[src/rtl/maze_pkg.sv]
// maze_pkg: direction indices and dispatcher FSM state shared across the
// MAZE node. Route masks are 5 bits wide with N in the MSB and B in the LSB.
package maze_pkg;

   localparam int NUM_DIR = 5;

   localparam int DIR_N = 4;
   localparam int DIR_W = 3;
   localparam int DIR_S = 2;
   localparam int DIR_E = 1;
   localparam int DIR_B = 0;

   typedef enum logic [1:0] {
      IDLE  = 2'd0,
      SERVE = 2'd1,
      POP   = 2'd2
   } disp_state_t;

endpackage : maze_pkg

[src/rtl/mcast_dispatch_if.sv]
// mcast_dispatch_if: buffer-head and output-arbiter signals of the multicast
// dispatcher.
//
// Handshake semantics:
//   buffer side : buf_valid/buf_pkt/buf_route_req describe the head entry and
//                 stay stable until buf_pop; buf_pop is a one-cycle strobe,
//                 and the buffer advances on the clock edge that ends it.
//   arbiter side: out_req[d] is the request to output d; grant[d] is
//                 meaningful only while out_req[d] is high and means one copy
//                 was taken on that edge. out_req[d] drops the cycle after.
// The dispatcher uses the slave modport; the buffer/arbiter environment uses
// the master modport.
interface mcast_dispatch_if #(
   parameter int PKT_W = 32
);

   logic                         buf_valid;
   logic [PKT_W-1:0]             buf_pkt;
   logic [maze_pkg::NUM_DIR-1:0] buf_route_req;
   logic                         buf_pop;
   logic [maze_pkg::NUM_DIR-1:0] out_req;
   logic [PKT_W-1:0]             out_pkt;
   logic [maze_pkg::NUM_DIR-1:0] grant;

   modport slave (
      input  buf_valid,
      input  buf_pkt,
      input  buf_route_req,
      input  grant,
      output buf_pop,
      output out_req,
      output out_pkt
   );

   modport master (
      output buf_valid,
      output buf_pkt,
      output buf_route_req,
      output grant,
      input  buf_pop,
      input  out_req,
      input  out_pkt
   );

endinterface : mcast_dispatch_if

[src/rtl/mcast_dispatch_sat_counter.sv]
// sat_counter: W-bit event counter that sticks at all-ones instead of
// wrapping. Cleared by the asynchronous active-low reset.
module sat_counter #(
   parameter int W = 16
) (
   input  logic         clk,
   input  logic         rst_n,
   input  logic         inc,
   output logic [W-1:0] cnt
);

   // Count inc pulses, holding once all-ones is reached.
   always_ff @(posedge clk or negedge rst_n) begin
      if (!rst_n) begin
         cnt <= '0;
      end else if (inc && (cnt != {W{1'b1}})) begin
         cnt <= cnt + 1'b1;
      end
   end

endmodule : sat_counter

[src/rtl/mcast_dispatch.sv]
// mcast_dispatch: takes the head packet of the input buffer, requests every
// output marked in its route mask, retires mask bits as grants arrive and
// pops the buffer once every copy is accepted. Zero-mask packets are popped
// and counted as drops.
//
// Optional feature: define MCAST_DISPATCH_WDOG_EN to build a SERVE-cycle
// watchdog that raises the sticky wdog_flag after WDOG_CYC cycles in SERVE.
// Without it wdog_flag is constant 0.
module mcast_dispatch
   import maze_pkg::*;
#(
   parameter int PKT_W    = 32,
   parameter int CNT_W    = 16,
   parameter int WDOG_CYC = 1024
) (
   input  logic                 clk,
   input  logic                 rst_n,
   mcast_dispatch_if.slave      bus,
   output logic [CNT_W-1:0]     pkt_cnt,
   output logic [CNT_W-1:0]     drop_cnt,
   output logic                 err_sticky,
   output logic                 wdog_flag,
   output disp_state_t          dbg_state
);

   disp_state_t        state;
   disp_state_t        state_nxt;
   logic [NUM_DIR-1:0] pending;
   logic [NUM_DIR-1:0] pending_nxt;
   logic [NUM_DIR-1:0] remain;
   logic               latch_en;
   logic               pkt_inc;
   logic               drop_inc;

   // Requests still outstanding after this cycle's grants. Stray grant bits
   // are outside pending, so they cannot change it.
   assign remain = pending & ~bus.grant;

   // Outputs decode registered state only: no combinational grant path.
   assign bus.out_req = (state == SERVE) ? pending : '0;
   assign bus.buf_pop = (state == POP);
   assign dbg_state   = state;

   // State register.
   always_ff @(posedge clk or negedge rst_n) begin
      if (!rst_n) begin
         state <= IDLE;
      end else begin
         state <= state_nxt;
      end
   end

   // Next-state, pending update and counter strobes.
   always_comb begin
      state_nxt   = state;
      pending_nxt = pending;
      latch_en    = 1'b0;
      pkt_inc     = 1'b0;
      drop_inc    = 1'b0;
      case (state)
         IDLE: begin
            if (bus.buf_valid) begin
               latch_en    = 1'b1;
               pending_nxt = bus.buf_route_req;
               if (|bus.buf_route_req) begin
                  state_nxt = SERVE;
               end else begin
                  state_nxt = POP;
                  drop_inc  = 1'b1;
               end
            end
         end
         SERVE: begin
            pending_nxt = remain;
            if (remain == '0) begin
               state_nxt = POP;
               pkt_inc   = 1'b1;
            end
         end
         POP: begin
            pending_nxt = '0;
            state_nxt   = IDLE;
         end
         default: begin
            pending_nxt = '0;
            state_nxt   = IDLE;
         end
      endcase
   end

   // Pending request mask and the packet copy presented to every output.
   always_ff @(posedge clk or negedge rst_n) begin
      if (!rst_n) begin
         pending     <= '0;
         bus.out_pkt <= '0;
      end else begin
         pending <= pending_nxt;
         if (latch_en) begin
            bus.out_pkt <= bus.buf_pkt;
         end
      end
   end

   // Any grant on a bit that is not currently requested is a protocol error.
   always_ff @(posedge clk or negedge rst_n) begin
      if (!rst_n) begin
         err_sticky <= 1'b0;
      end else if (|(bus.grant & ~bus.out_req)) begin
         err_sticky <= 1'b1;
      end
   end

   sat_counter #(.W(CNT_W)) u_pkt_cnt (
      .clk   (clk),
      .rst_n (rst_n),
      .inc   (pkt_inc),
      .cnt   (pkt_cnt)
   );

   sat_counter #(.W(CNT_W)) u_drop_cnt (
      .clk   (clk),
      .rst_n (rst_n),
      .inc   (drop_inc),
      .cnt   (drop_cnt)
   );

`ifdef MCAST_DISPATCH_WDOG_EN
   localparam int WDOG_W = $clog2(WDOG_CYC) + 1;
   localparam logic [WDOG_W-1:0] WDOG_MAX  = WDOG_W'(WDOG_CYC);
   localparam logic [WDOG_W-1:0] WDOG_LAST = WDOG_W'(WDOG_CYC - 1);

   logic [WDOG_W-1:0] wdog_cnt;
   logic              wdog_q;

   // Count SERVE cycles of the current packet; restart on SERVE entry.
   always_ff @(posedge clk or negedge rst_n) begin
      if (!rst_n) begin
         wdog_cnt <= '0;
      end else if ((state == IDLE) && (state_nxt == SERVE)) begin
         wdog_cnt <= '0;
      end else if ((state == SERVE) && (wdog_cnt != WDOG_MAX)) begin
         wdog_cnt <= wdog_cnt + 1'b1;
      end
   end

   // Flag sets on the edge where the count reaches WDOG_CYC; no forced pop.
   always_ff @(posedge clk or negedge rst_n) begin
      if (!rst_n) begin
         wdog_q <= 1'b0;
      end else if ((state == SERVE) && (wdog_cnt == WDOG_LAST)) begin
         wdog_q <= 1'b1;
      end
   end

   assign wdog_flag = wdog_q;
`else
   assign wdog_flag = 1'b0;
`endif

endmodule : mcast_dispatch

[src/flat_wrapper.sv]
// flat-port wrapper written by rule: the top's interface ports become plain ports
module mcast_dispatch_flat import maze_pkg::*;
#(
   parameter int PKT_W    = 32,
   parameter int CNT_W    = 16,
   parameter int WDOG_CYC = 1024
)
  (clk, rst_n, pkt_cnt, drop_cnt, err_sticky, wdog_flag, dbg_state, bus_buf_valid, bus_buf_pkt, bus_buf_route_req, bus_grant, bus_buf_pop, bus_out_req, bus_out_pkt);
  mcast_dispatch_if #(.PKT_W(PKT_W)) bus_i ();
  input  logic clk;
  input  logic rst_n;
  output logic [CNT_W-1:0] pkt_cnt;
  output logic [CNT_W-1:0] drop_cnt;
  output logic err_sticky;
  output logic wdog_flag;
  output disp_state_t dbg_state;
  input wire logic [$bits(bus_i.buf_valid)-1:0] bus_buf_valid;
  input wire logic [$bits(bus_i.buf_pkt)-1:0] bus_buf_pkt;
  input wire logic [$bits(bus_i.buf_route_req)-1:0] bus_buf_route_req;
  input wire logic [$bits(bus_i.grant)-1:0] bus_grant;
  output wire logic [$bits(bus_i.buf_pop)-1:0] bus_buf_pop;
  output wire logic [$bits(bus_i.out_req)-1:0] bus_out_req;
  output wire logic [$bits(bus_i.out_pkt)-1:0] bus_out_pkt;
  assign bus_i.buf_valid = bus_buf_valid;
  assign bus_i.buf_pkt = bus_buf_pkt;
  assign bus_i.buf_route_req = bus_buf_route_req;
  assign bus_i.grant = bus_grant;
  assign bus_buf_pop = bus_i.buf_pop;
  assign bus_out_req = bus_i.out_req;
  assign bus_out_pkt = bus_i.out_pkt;
  mcast_dispatch #(.PKT_W(PKT_W), .CNT_W(CNT_W), .WDOG_CYC(WDOG_CYC)) u_core (.clk(clk), .rst_n(rst_n), .bus(bus_i), .pkt_cnt(pkt_cnt), .drop_cnt(drop_cnt), .err_sticky(err_sticky), .wdog_flag(wdog_flag), .dbg_state(dbg_state));
endmodule
[config.mk]
export PLATFORM = sky130hd
export DESIGN_NAME = mcast_dispatch_flat
export DESIGN_NICKNAME = d
export VERILOG_FILES = /design/src/rtl/maze_pkg.sv /design/src/rtl/mcast_dispatch_if.sv /design/src/rtl/mcast_dispatch_sat_counter.sv /design/src/rtl/mcast_dispatch.sv /design/src/flat_wrapper.sv
export SDC_FILE = /design/constraint.sdc
export NUM_CORES = 1
export LEC_CHECK = 0
export BUFFER_PORTS_ARGS = -buffer_cell sky130_fd_sc_hd__buf_2
export CAP_MARGIN = 20
export CORE_MARGIN = 2
export CORE_UTILIZATION = 48
export DETAILED_ROUTE_END_ITERATION = 10
export PLACE_DENSITY = 0.78
export SLEW_MARGIN = 20
export SYNTH_ARGS = -nofsm -noshare
export SYNTH_HDL_FRONTEND = slang
export SYNTH_SLANG_ARGS = --single-unit
[constraint.sdc]
create_clock -name clk -period 2.2 [get_ports clk]
set_input_delay 0.55 -clock clk [delete_from_list [all_inputs] [get_ports clk]]
set_output_delay 0.55 -clock clk [all_outputs]
set_load 0.1 [all_outputs]
==> reports/metrics.csv <==
metric;value;unit
status;complete, no violations;
grt-ovfl-total;0;
crit_arrival;1.56;ns
max_freq;473.7;MHz
tns;0;ns
syn_area_per_cell;12.07;um^2
synth-async-reset-ratio;1.000;
grt_pass1_vias;2407;
synth-edff-count;0;
hold_class;in -> async;
wl;6.855;mm
period_share;0.9596;
worstMarginPinSlew;0.5781;ns
synth_top_cell_by_area;dfrtp_1;
hold_viol_final;0;
drive_gt1_frac;0.4925;
yosys.area_share.simple;0.1683;
coreArea;0.006459;mm^2
regArea;0.001819;mm^2
clk_pin_slew;0.08;ns
post-dp-hpwl;5.152;mm
antennaDiodeCount;0;
yosysMostFrequentCell;dfrtp_1;
synth-xor-area-share;0.08089;
endpoint_kind;primary output;
slew_violations;0;
timing.critical_path.required;1.65;ns
drc;0;
synth_top_family_by_area;simple AND/OR/NAND/NOR gates;
cts_sinks;72;
yosysSeqAreaShare;0.5547;
grt_pass1_wl;11.34;mm
clock_tree.root_cell;clkbuf_8;
synth_common_cells;dfrtp_1 (72), mux2_2 (34), xnor2_1 (24), nand2_1 (17), nand4_1 (15);
synth_area;0.003248;mm^2
cp-start-kind;flop;
antenna_found_initial;0;
synthAdderAreaFrac;0.007704;
synth_top_cell_area_share;0.5547;
relSlewSlack;0.6146;
rsz0062_at_grt;no;
htreeDepth;3;
nets;442;
vias;2462;
clk_latency;0.34;ns
die_area;0.007441;mm^2
worstRegToRegCells;3;
antenna_left;0;
max_cap_violations;0;
synthToLayoutAreaGrowth;33.17;%
cts_setup_buffers;0;
num-fill-cells;499;
path_max_fanout;13;
dieWidth;86.26;um
synth_cell_type_count;31;
cts_buffers;9;
clk_path_buf_depth;2;
grt_usage;0.1928;
dr.first_iter.drc_count;147;
multiInputGateArea;0.001370;mm^2
wl_per_cell;14.37;um
ys.flop_type;dfrtp_1;
yosys_warnings;0;
synth_nets;316;
vias_per_cell;5.161;
placed_cells;461;
gp_congestion;0.7749;
synth.ff_latch_count;72;
hold_slack;0.2112;ns
cts_tree;yes;
muxShareOfSynthArea;0.1179;
finClkSkew;0.009197;ns
fin_crit;2.111;ns
grt_max_degree;34;
critPathKind;reg -> out;
ios;119;
drt_first_pass_iters;4;
synth_compound_area_frac;0.04276;
finalSetupViolCount;0;
start_util;0.5029;
fp.dieH;86.26;um
fin_cells;477;
synthCells;269;
num_rows;29;
yosys-top-cells-area;dfrtp_1 (55%), mux2_2 (12%), xnor2_1 (6.5%), nand4_1 (2.9%), nand3_1 (2.0%);
io_buffer_count;117;
stage by stage:
stage / cell area (um^2) / worst slack [ns] / util
5_1_grt: 4325 / 0.007032 / 0.6697
2_1_floorplan: 3293 / 0.01419 / -
6_report: 4325 / 0.08898 / 0.6697
3_3_place_gp: 4078 / 0.2149 / 0.6313
3_5_place_dp: 4078 / 0.1612 / 0.6313
4_1_cts: 4325 / 0.07189 / 0.6697
worst paths after layout:
path | slack [ns] | startpoint | to
worst min-delay path | 0.21 | rst_n | u_core.u_drop_cnt.cnt[12]
worst min register to register | 0.48 | u_core.u_pkt_cnt.cnt[14] | u_core.u_pkt_cnt.cnt[14]
min in group clk | 0.44 | bus_buf_pkt[15] | u_core.bus.out_pkt[15]
worst max-delay path | 0.09 | u_core.dbg_state[0] | bus_out_req[0]
max in group asynchronous | 1.44 | rst_n | u_core.u_drop_cnt.cnt[7]
worst max register to register | 0.41 | u_core.dbg_state[0] | u_core.bus.out_pkt[3]
cell families after synthesis:
group	count (synthesis)
buffers and inverters	20
XOR/XNOR	30
AND/OR/NAND/NOR	92
other	1
adder cells (fa/ha/maj)	2
flip-flops	72
AO/OA/AOI/OAI	18
multiplexers	34
metal layers:
layer	vias to the layer above	GRT usage	share of wire
li1	1180	-	-
met5	-	0	0
met1	1180	0.2754	0.47
met3	6	0.05810	0.065
met4	0	0.04688	0.0086
met2	96	0.2911	0.45
critical path, stage by stage, from the launching register on:
cell,delay [ns]
dfrtp_4,0.57
nor2b_2,0.21
nand2_1,0.16
clkinvlp_4,0.12
buf_12,0.17
placed cells by master (no fill, tap or decap), types with 2 or more instances in the layout:
master | synthesis | routed
dfrtp_1 | 72 | 60
ha_1 | 2 | 2
o21ai_0 | 6 | 6
and3_1 | 6 | 6
bufinv_16 | 0 | 3
clkinvlp_4 | 0 | 5
nand2b_1 | 5 | 5
nand3_1 | 13 | 13
buf_2 | 6 | 112
a21oi_1 | 6 | 6
inv_1 | 12 | 7
nor3_1 | 2 | 2
and2_1 | 4 | 4
a22oi_1 | 3 | 3
buf_12 | 0 | 7
nor2b_1 | 10 | 8
nand2_1 | 17 | 17
nor2_1 | 10 | 10
and4_1 | 5 | 5
buf_4 | 1 | 4
dfrtp_2 | 0 | 11
clkbuf_8 | 0 | 10
nand4_1 | 15 | 15
mux2_2 | 34 | 34
xor2_1 | 6 | 6
xnor2_1 | 24 | 24
sequential cells by signal, summed over array words and instances, names as in the netlist:
register,cells
u_core.pending,5
u_core.u_pkt_cnt.cnt,16
u_core.u_drop_cnt.cnt,16
u_core.bus.out_pkt,32
u_core.dbg_state,2
u_core.err_sticky,1
final cells by class:
type | instances | share of cell area
timing repair buffer | 123 | 0.1689
clock inverter | 5 | 0.02401
tap | 77 | 0.02227
sequential | 72 | 0.4206
multi-input combinational | 177 | 0.3167
clock buffer | 11 | 0.03269
inverter | 12 | 0.01475
what timing repair did:
action	CTS	global route
endpoints found under the setup margin	3	0
gates resized for setup	1	0
hold buffers	0	0
Power is not shown: default switching activity piles up to over one toggle a cycle in this logic, so the estimate is an artifact.
